--- config.mk ---
export PLATFORM = sky130hd
export DESIGN_NAME = wb_ctrl
export DESIGN_NICKNAME = d
export VERILOG_FILES = /design/src/rtl/rysy_pkg.sv /design/src/rtl/wb_timeout_cnt.sv /design/src/rtl/wb_ctrl.sv
export SDC_FILE = /design/constraint.sdc
export NUM_CORES = 1
export LEC_CHECK = 0
export CORE_MARGIN = 2
export CORE_UTILIZATION = 45
export CTS_CLUSTER_DIAMETER = 120
export DETAILED_ROUTE_END_ITERATION = 6
export PLACE_DENSITY = 0.84
export REMOVE_ABC_BUFFERS = 1
export SLEW_MARGIN = 20
export SYNTH_ARGS = -nofsm -noshare
export SYNTH_HDL_FRONTEND = slang
export SYNTH_SLANG_ARGS = --single-unit
--- constraint.sdc ---
create_clock -name clk_i -period 2.7 [get_ports clk_i]
set_input_delay 0.675 -clock clk_i [delete_from_list [all_inputs] [get_ports clk_i]]
set_output_delay 0.675 -clock clk_i [all_outputs]
set_load 0.01 [all_outputs]
--- src/rtl/rysy_pkg.sv ---
// Shared definitions for the rysy writeback path: datapath widths, rd mux
// select codes, decoded instruction classes and writeback FSM states.
package rysy_pkg;

   localparam int REG_LEN = 32;
   localparam int REG_ADR = 5;

   typedef enum logic [1:0] {
      RD_IMM  = 2'b00,
      RD_PCP4 = 2'b01,
      RD_ALU  = 2'b10,
      RD_MEM  = 2'b11
   } rd_sel_e;

   typedef enum logic [2:0] {
      CLS_NONE = 3'd0,
      CLS_IMM  = 3'd1,
      CLS_LINK = 3'd2,
      CLS_ALU  = 3'd3,
      CLS_LOAD = 3'd4
   } instr_class_e;

   typedef enum logic {
      ST_IDLE      = 1'b0,
      ST_LOAD_WAIT = 1'b1
   } wb_state_e;

endpackage

--- src/rtl/wb_timeout_cnt.sv ---
// Load-wait cycle counter: clears while idle, counts while enabled and flags
// the cycle on which the next increment would reach MEM_TIMEOUT.
module wb_timeout_cnt #(
   parameter int MEM_TIMEOUT = 15
) (
   input  logic clk_i,
   input  logic rst_i,
   input  logic clr_i,
   input  logic en_i,
   output logic tc_o
);

   localparam int CW = $clog2(MEM_TIMEOUT + 1);

   logic [CW-1:0] cnt_q;
   logic [CW-1:0] cnt_d;

   assign tc_o = (cnt_q == CW'(MEM_TIMEOUT - 1));

   // Saturate at the terminal value so a stuck enable can never wrap.
   always_comb begin
      cnt_d = cnt_q;
      if (clr_i) begin
         cnt_d = '0;
      end else if (en_i && !tc_o) begin
         cnt_d = cnt_q + CW'(1'b1);
      end else begin
         cnt_d = cnt_q;
      end
   end

   always_ff @(posedge clk_i) begin
      if (rst_i) begin
         cnt_q <= '0;
      end else begin
         cnt_q <= cnt_d;
      end
   end

endmodule

--- src/rtl/wb_ctrl.sv ---
// Writeback sequencer: turns decoded instructions into rd mux select and
// register-file write controls, and holds the front end during loads.
module wb_ctrl
   import rysy_pkg::*;
#(
   parameter int REG_LEN     = rysy_pkg::REG_LEN,
   parameter int REG_ADR     = rysy_pkg::REG_ADR,
   parameter int MEM_TIMEOUT = 15
) (
   input  logic               clk_i,
   input  logic               rst_i,
   input  logic               instr_valid_i,
   input  logic [2:0]         instr_class_i,
   input  logic [REG_ADR-1:0] rd_addr_in_i,
   input  logic [REG_LEN-1:0] pc_i,
   input  logic               mem_ack_i,
   output logic [1:0]         rd_sel_o,
   output logic               rd_we_o,
   output logic [REG_ADR-1:0] rd_addr_o,
   output logic [REG_LEN-1:0] pc_link_o,
   output logic               mem_req_o,
   output logic               stall_o,
   output logic               mem_err_o
);

   wb_state_e          state_q,   state_d;
   logic [1:0]         rd_sel_q,  rd_sel_d;
   logic               rd_we_q,   rd_we_d;
   logic [REG_ADR-1:0] rd_addr_q, rd_addr_d;
   logic [REG_LEN-1:0] pc_link_q, pc_link_d;
   logic               mem_req_q, mem_req_d;
   logic               mem_err_q, mem_err_d;
   logic               tc_s;

   wb_timeout_cnt #(
      .MEM_TIMEOUT (MEM_TIMEOUT)
   ) u_timeout (
      .clk_i (clk_i),
      .rst_i (rst_i),
      .clr_i (state_q == ST_IDLE),
      .en_i  (state_q == ST_LOAD_WAIT),
      .tc_o  (tc_s)
   );

   // rd_sel/rd_addr hold unless a write source is selected; x0 is never written.
   always_comb begin
      state_d   = state_q;
      rd_sel_d  = rd_sel_q;
      rd_we_d   = 1'b0;
      rd_addr_d = rd_addr_q;
      pc_link_d = pc_link_q;
      mem_req_d = 1'b0;
      mem_err_d = 1'b0;
      case (state_q)
         ST_IDLE: begin
            if (instr_valid_i) begin
               case (instr_class_i)
                  CLS_IMM: begin
                     rd_sel_d  = RD_IMM;
                     rd_addr_d = rd_addr_in_i;
                     rd_we_d   = (rd_addr_in_i != '0);
                  end
                  CLS_LINK: begin
                     rd_sel_d  = RD_PCP4;
                     rd_addr_d = rd_addr_in_i;
                     rd_we_d   = (rd_addr_in_i != '0);
                     pc_link_d = pc_i + REG_LEN'(32'd4);
                  end
                  CLS_ALU: begin
                     rd_sel_d  = RD_ALU;
                     rd_addr_d = rd_addr_in_i;
                     rd_we_d   = (rd_addr_in_i != '0);
                  end
                  CLS_LOAD: begin
                     state_d   = ST_LOAD_WAIT;
                     rd_addr_d = rd_addr_in_i;
                     mem_req_d = 1'b1;
                  end
                  default: begin
                     rd_we_d = 1'b0;
                  end
               endcase
            end else begin
               rd_we_d = 1'b0;
            end
         end
         ST_LOAD_WAIT: begin
            // An ack on the terminal cycle still completes the load.
            if (mem_ack_i) begin
               state_d  = ST_IDLE;
               rd_sel_d = RD_MEM;
               rd_we_d  = (rd_addr_q != '0);
            end else if (tc_s) begin
               state_d   = ST_IDLE;
               mem_err_d = 1'b1;
            end else begin
               mem_req_d = 1'b1;
            end
         end
         default: begin
            state_d = ST_IDLE;
         end
      endcase
   end

   always_ff @(posedge clk_i) begin
      if (rst_i) begin
         state_q   <= ST_IDLE;
         rd_sel_q  <= RD_IMM;
         rd_we_q   <= 1'b0;
         rd_addr_q <= '0;
         pc_link_q <= '0;
         mem_req_q <= 1'b0;
         mem_err_q <= 1'b0;
      end else begin
         state_q   <= state_d;
         rd_sel_q  <= rd_sel_d;
         rd_we_q   <= rd_we_d;
         rd_addr_q <= rd_addr_d;
         pc_link_q <= pc_link_d;
         mem_req_q <= mem_req_d;
         mem_err_q <= mem_err_d;
      end
   end

   assign stall_o   = (state_q == ST_LOAD_WAIT);
   assign rd_sel_o  = rd_sel_q;
   assign rd_we_o   = rd_we_q;
   assign rd_addr_o = rd_addr_q;
   assign pc_link_o = pc_link_q;
   assign mem_req_o = mem_req_q;
   assign mem_err_o = mem_err_q;

endmodule
==> metrics.yaml <==
status:
  outcome: "finished clean"
synth:
  yosysSeqAreaShare_pct: 38.61
  synth_cell_type_count: 42
  synth_area_leaders: "dfxtp_1 (39%), a211oi_1 (6.3%), nor2_1 (6.3%), nor4_1 (4.5%), nand3_1 (3.6%)"
  synth_cells: 289
  syn_avg_cell_area_um2: 8.252
  synth_edf_count: 0
  synth-seq-cells: 46
  yosys_warnings: 0
  synth_top_area_cell: "dfxtp_1"
  yosysMostFrequentCell: "dfxtp_1"
  synth.top_cell.area_share_pct: 38.61
  netlist_area_um2: 2385
  netlist_top_cells_count: "dfxtp_1 (46), nor2_1 (40), a211oi_1 (20), nand2_1 (20)"
  async_flop_share_pct: 0
  ys.flop_type: "dfxtp_1"
pwr:
  switching_power_mw: 0.3874
  p_comb_share_pct: 17.4
  power.internal_mw: 1.231
  seqPwrFrac_pct: 44.2
  power.density_nw_per_um2: 439.4
  p_sw_share_pct: 23.94
  peakVddDrop_mv: 0.3265
  p_leak_nw: 1.287
  p_clk_share_pct: 38.4
timing:
  final.min_clock_period_ns: 2.469
  slew_headroom_pct: 61.98
  clock.fmax_mhz: 405.1
  slew_viol_final: 0
  setup_viol: 0
  worstMarginPinSlew_ns: 0.5686
  finalCritPeriodShare_pct: 91.43
  fin_ws_ns: 0.2313
  hold_viol_final: 0
  rsz0062_at_grt: "false"
  fin_skew_ns: 0.009274
  tns_ns: 0
layout:
  finalNetCount: 446
  syn_to_final_growth_pct: 54.41
  design_area_um2: 3682
  antenna_cells: 0
  drive_gt1_share_pct: 12.25
placed_design:
  place_hpwl_um: 5061
  io_buffers: 86
  place_ws_ns: -0.09763
  place_area_um2: 3545
  place.gp.congestion: 0.8252
floorplan:
  die_h_um: 76.80
  start_util_pct: 46.69
  core-area_um2: 5107
  fp.dieW_um: 76.80
  io_pins: 87
  row_count: 26
  die_area_um2: 5897
critical_path:
  reg2reg_to: "pc_link_o[28]$_SDFFE_PP0P_"
  endpoint_kind: "register"
  path_cells: "clkdlybuf4s50_1, ha_1, nand3_1, or4_1, o311a_1, nor4_1"
  cp_slowest_cell: "or4_1"
  cp_slowest_stage_delay_ns: 0.56
  r2r_setup_slack_ns: 0.86
  reg2regPathDepth: 6
  cp.buffers_inverters: 1
  cp_max_fo: 5
  worstPathArrival_ns: 2.69
  r2r_start: "mem_req_o$_SDFF_PP0_"
  cp_data_required_time_ns: 2.92
  crit_type: "in2reg"
  crit_family: "simple AND/OR/NAND/NOR gates"
  worst_setup_path_start_kind: "input pin"
drt:
  drc: 0
  drt_pre_antenna_iters: 4
  drt_iter0_markers: 135
  vias_per_cell: 5.562
  vias: 2614
  drt-wirelength-per-cell_um: 14.41
  ant_nets: 0
  wirelength_um: 6771
clock_tree:
  post_cts.repair.setup_buffers: 0
  cts_resized: 0
  cts_sinks: 46
  clk_transition_reported_paths_ns: 0.09
  cts_tree: "yes"
  cts_buffers: 5
  ctsRootBufferMaster: "clkbuf_8"
  htreeDepth: 2
  clock_latency_ns: 0.31
  ctsHoldBuffers: 0
  clockBufferDepth: 2
global_routing:
  grt_pass1_vias: 2581
  grt_pass1_wl_um: 11840
  antenna_found_initial: 0
  grt_max_degree: 59
  grt-ovfl-total: 0
  groute.usage.overall_pct: 24.09
min_path:
  hold_depth: 2
  min_from: "pc_link_o[1]$_SDFFE_PP0P_"
  min_path_type: "reg2reg"
  holdPathEnd: "pc_link_o[1]$_SDFFE_PP0P_"
flow_run:
  maxCapViolCount: 0
-- layout by cell type (no fill, tap or decap), types with 8 or more instances in the layout --
| master | instances |
|---|---|
| clkdlybuf4s50_1 | 86 |
| dfxtp_1 | 46 |
| nor2_1 | 40 |
| buf_4 | 33 |
| nand2_1 | 20 |
| a211oi_1 | 20 |
| nand3_1 | 17 |
| nor4_1 | 17 |
| nor3_1 | 11 |
| inv_1 | 10 |
| xnor2_1 | 9 |
| a311oi_1 | 8 |
-- worst min-delay path, delay by kind of cell (launching register included) --
| family | cells | cell delay [ns] |
|---|---|---|
| AOI/OAI and AO/OA | 1 | 0.05 |
| and+or+nand+nor | 1 | 0.05 |
| DFF | 1 | 0.32 |
-- cell families (layout without fill, tap and decap cells) --
logic type                 Yosys count  count (layout)  share of synthesized area [%]
DFF                                 46              46                          38.61
and+or+nand+nor                    142             142                          32.11
muxes                                5               5                          2.099
AOI/OAI and AO/OA                   52              52                          16.00
adders and majority gates            3               3                          1.574
buffers and inverters               28             139                          4.827
xor gates and xnor gates            13              13                          4.774
-- worst max path at each step --
stage / from / to / slack, ns / depth (start not counted)
after floorplan: instr_valid_i / pc_link_o[24]$_SDFFE_PP0P_ / -0.38 / 4
after global placement: pc_i[2] / pc_link_o[30]$_SDFFE_PP0P_ / -0.02 / 6
after detailed placement: pc_i[2] / pc_link_o[30]$_SDFFE_PP0P_ / -0.1 / 6
after CTS: pc_i[6] / pc_link_o[31]$_SDFFE_PP0P_ / 0.23 / 5
after global routing: pc_i[2] / pc_link_o[28]$_SDFFE_PP0P_ / 0.08 / 8
final: pc_i[2] / pc_link_o[30]$_SDFFE_PP0P_ / 0.23 / 6
-- sequential cells by signal, summed over array words and instances (netlist names) --
register and cells:
rd_addr_o 5, mem_req_o 1, rd_sel_o 2, u_timeout.cnt_q 4
rd_we_o 1, mem_err_o 1, pc_link_o 32
-- final cells by class --
class                           instances  area (um^2)
Fill cell                             418         1425
Inverter                               10        37.54
Clock inverter                          3        68.82
Multi-Input combinational cell        215         1350
Timing Repair Buffer                  121         1149
Tap cell                               70        87.58
Sequential cell                        46        920.9
Clock buffer                            5        68.82
-- metal layers --
metal | vias to the layer above | share of wire, % | global-route usage, %
met1 | 1213 | 43 | 30.15
met4 | 0 | 1.2 | 7.455
li1 | 1299 | - | -
met3 | 8 | 7.3 | 6.000
met5 | - | 0 | 0
met2 | 94 | 48 | 40.70
-- power groups by stage --
| stage | clock [mW] | sequential (mW) | combinational (mW) |
|---|---|---|---|
| 2_1_floorplan | 0 | 0.740 | 0.0790 |
| 3_3_place_gp | 0 | 0.730 | 0.274 |
| 3_5_place_dp | 0 | 0.730 | 0.279 |
| 4_1_cts | 0.626 | 0.715 | 0.282 |
| 5_1_grt | 0.656 | 0.718 | 0.306 |
| 6_report | 0.622 | 0.715 | 0.282 |
-- through the flow --
step | utilization (%) | hold WS, ns | total power, mW | instances
5_1_grt | 72.10 | 0.5015 | 1.680 | 470
3_5_place_dp | 69.40 | 0.4480 | 1.009 | 462
6_report | 72.10 | 0.4628 | 1.618 | 470
4_1_cts | 72.10 | 0.4615 | 1.623 | 470
2_1_floorplan | - | 0.4745 | 0.8189 | 271
3_3_place_gp | 69.40 | 0.4401 | 1.003 | 462
Note: power is estimated with default switching activity, not from simulation.
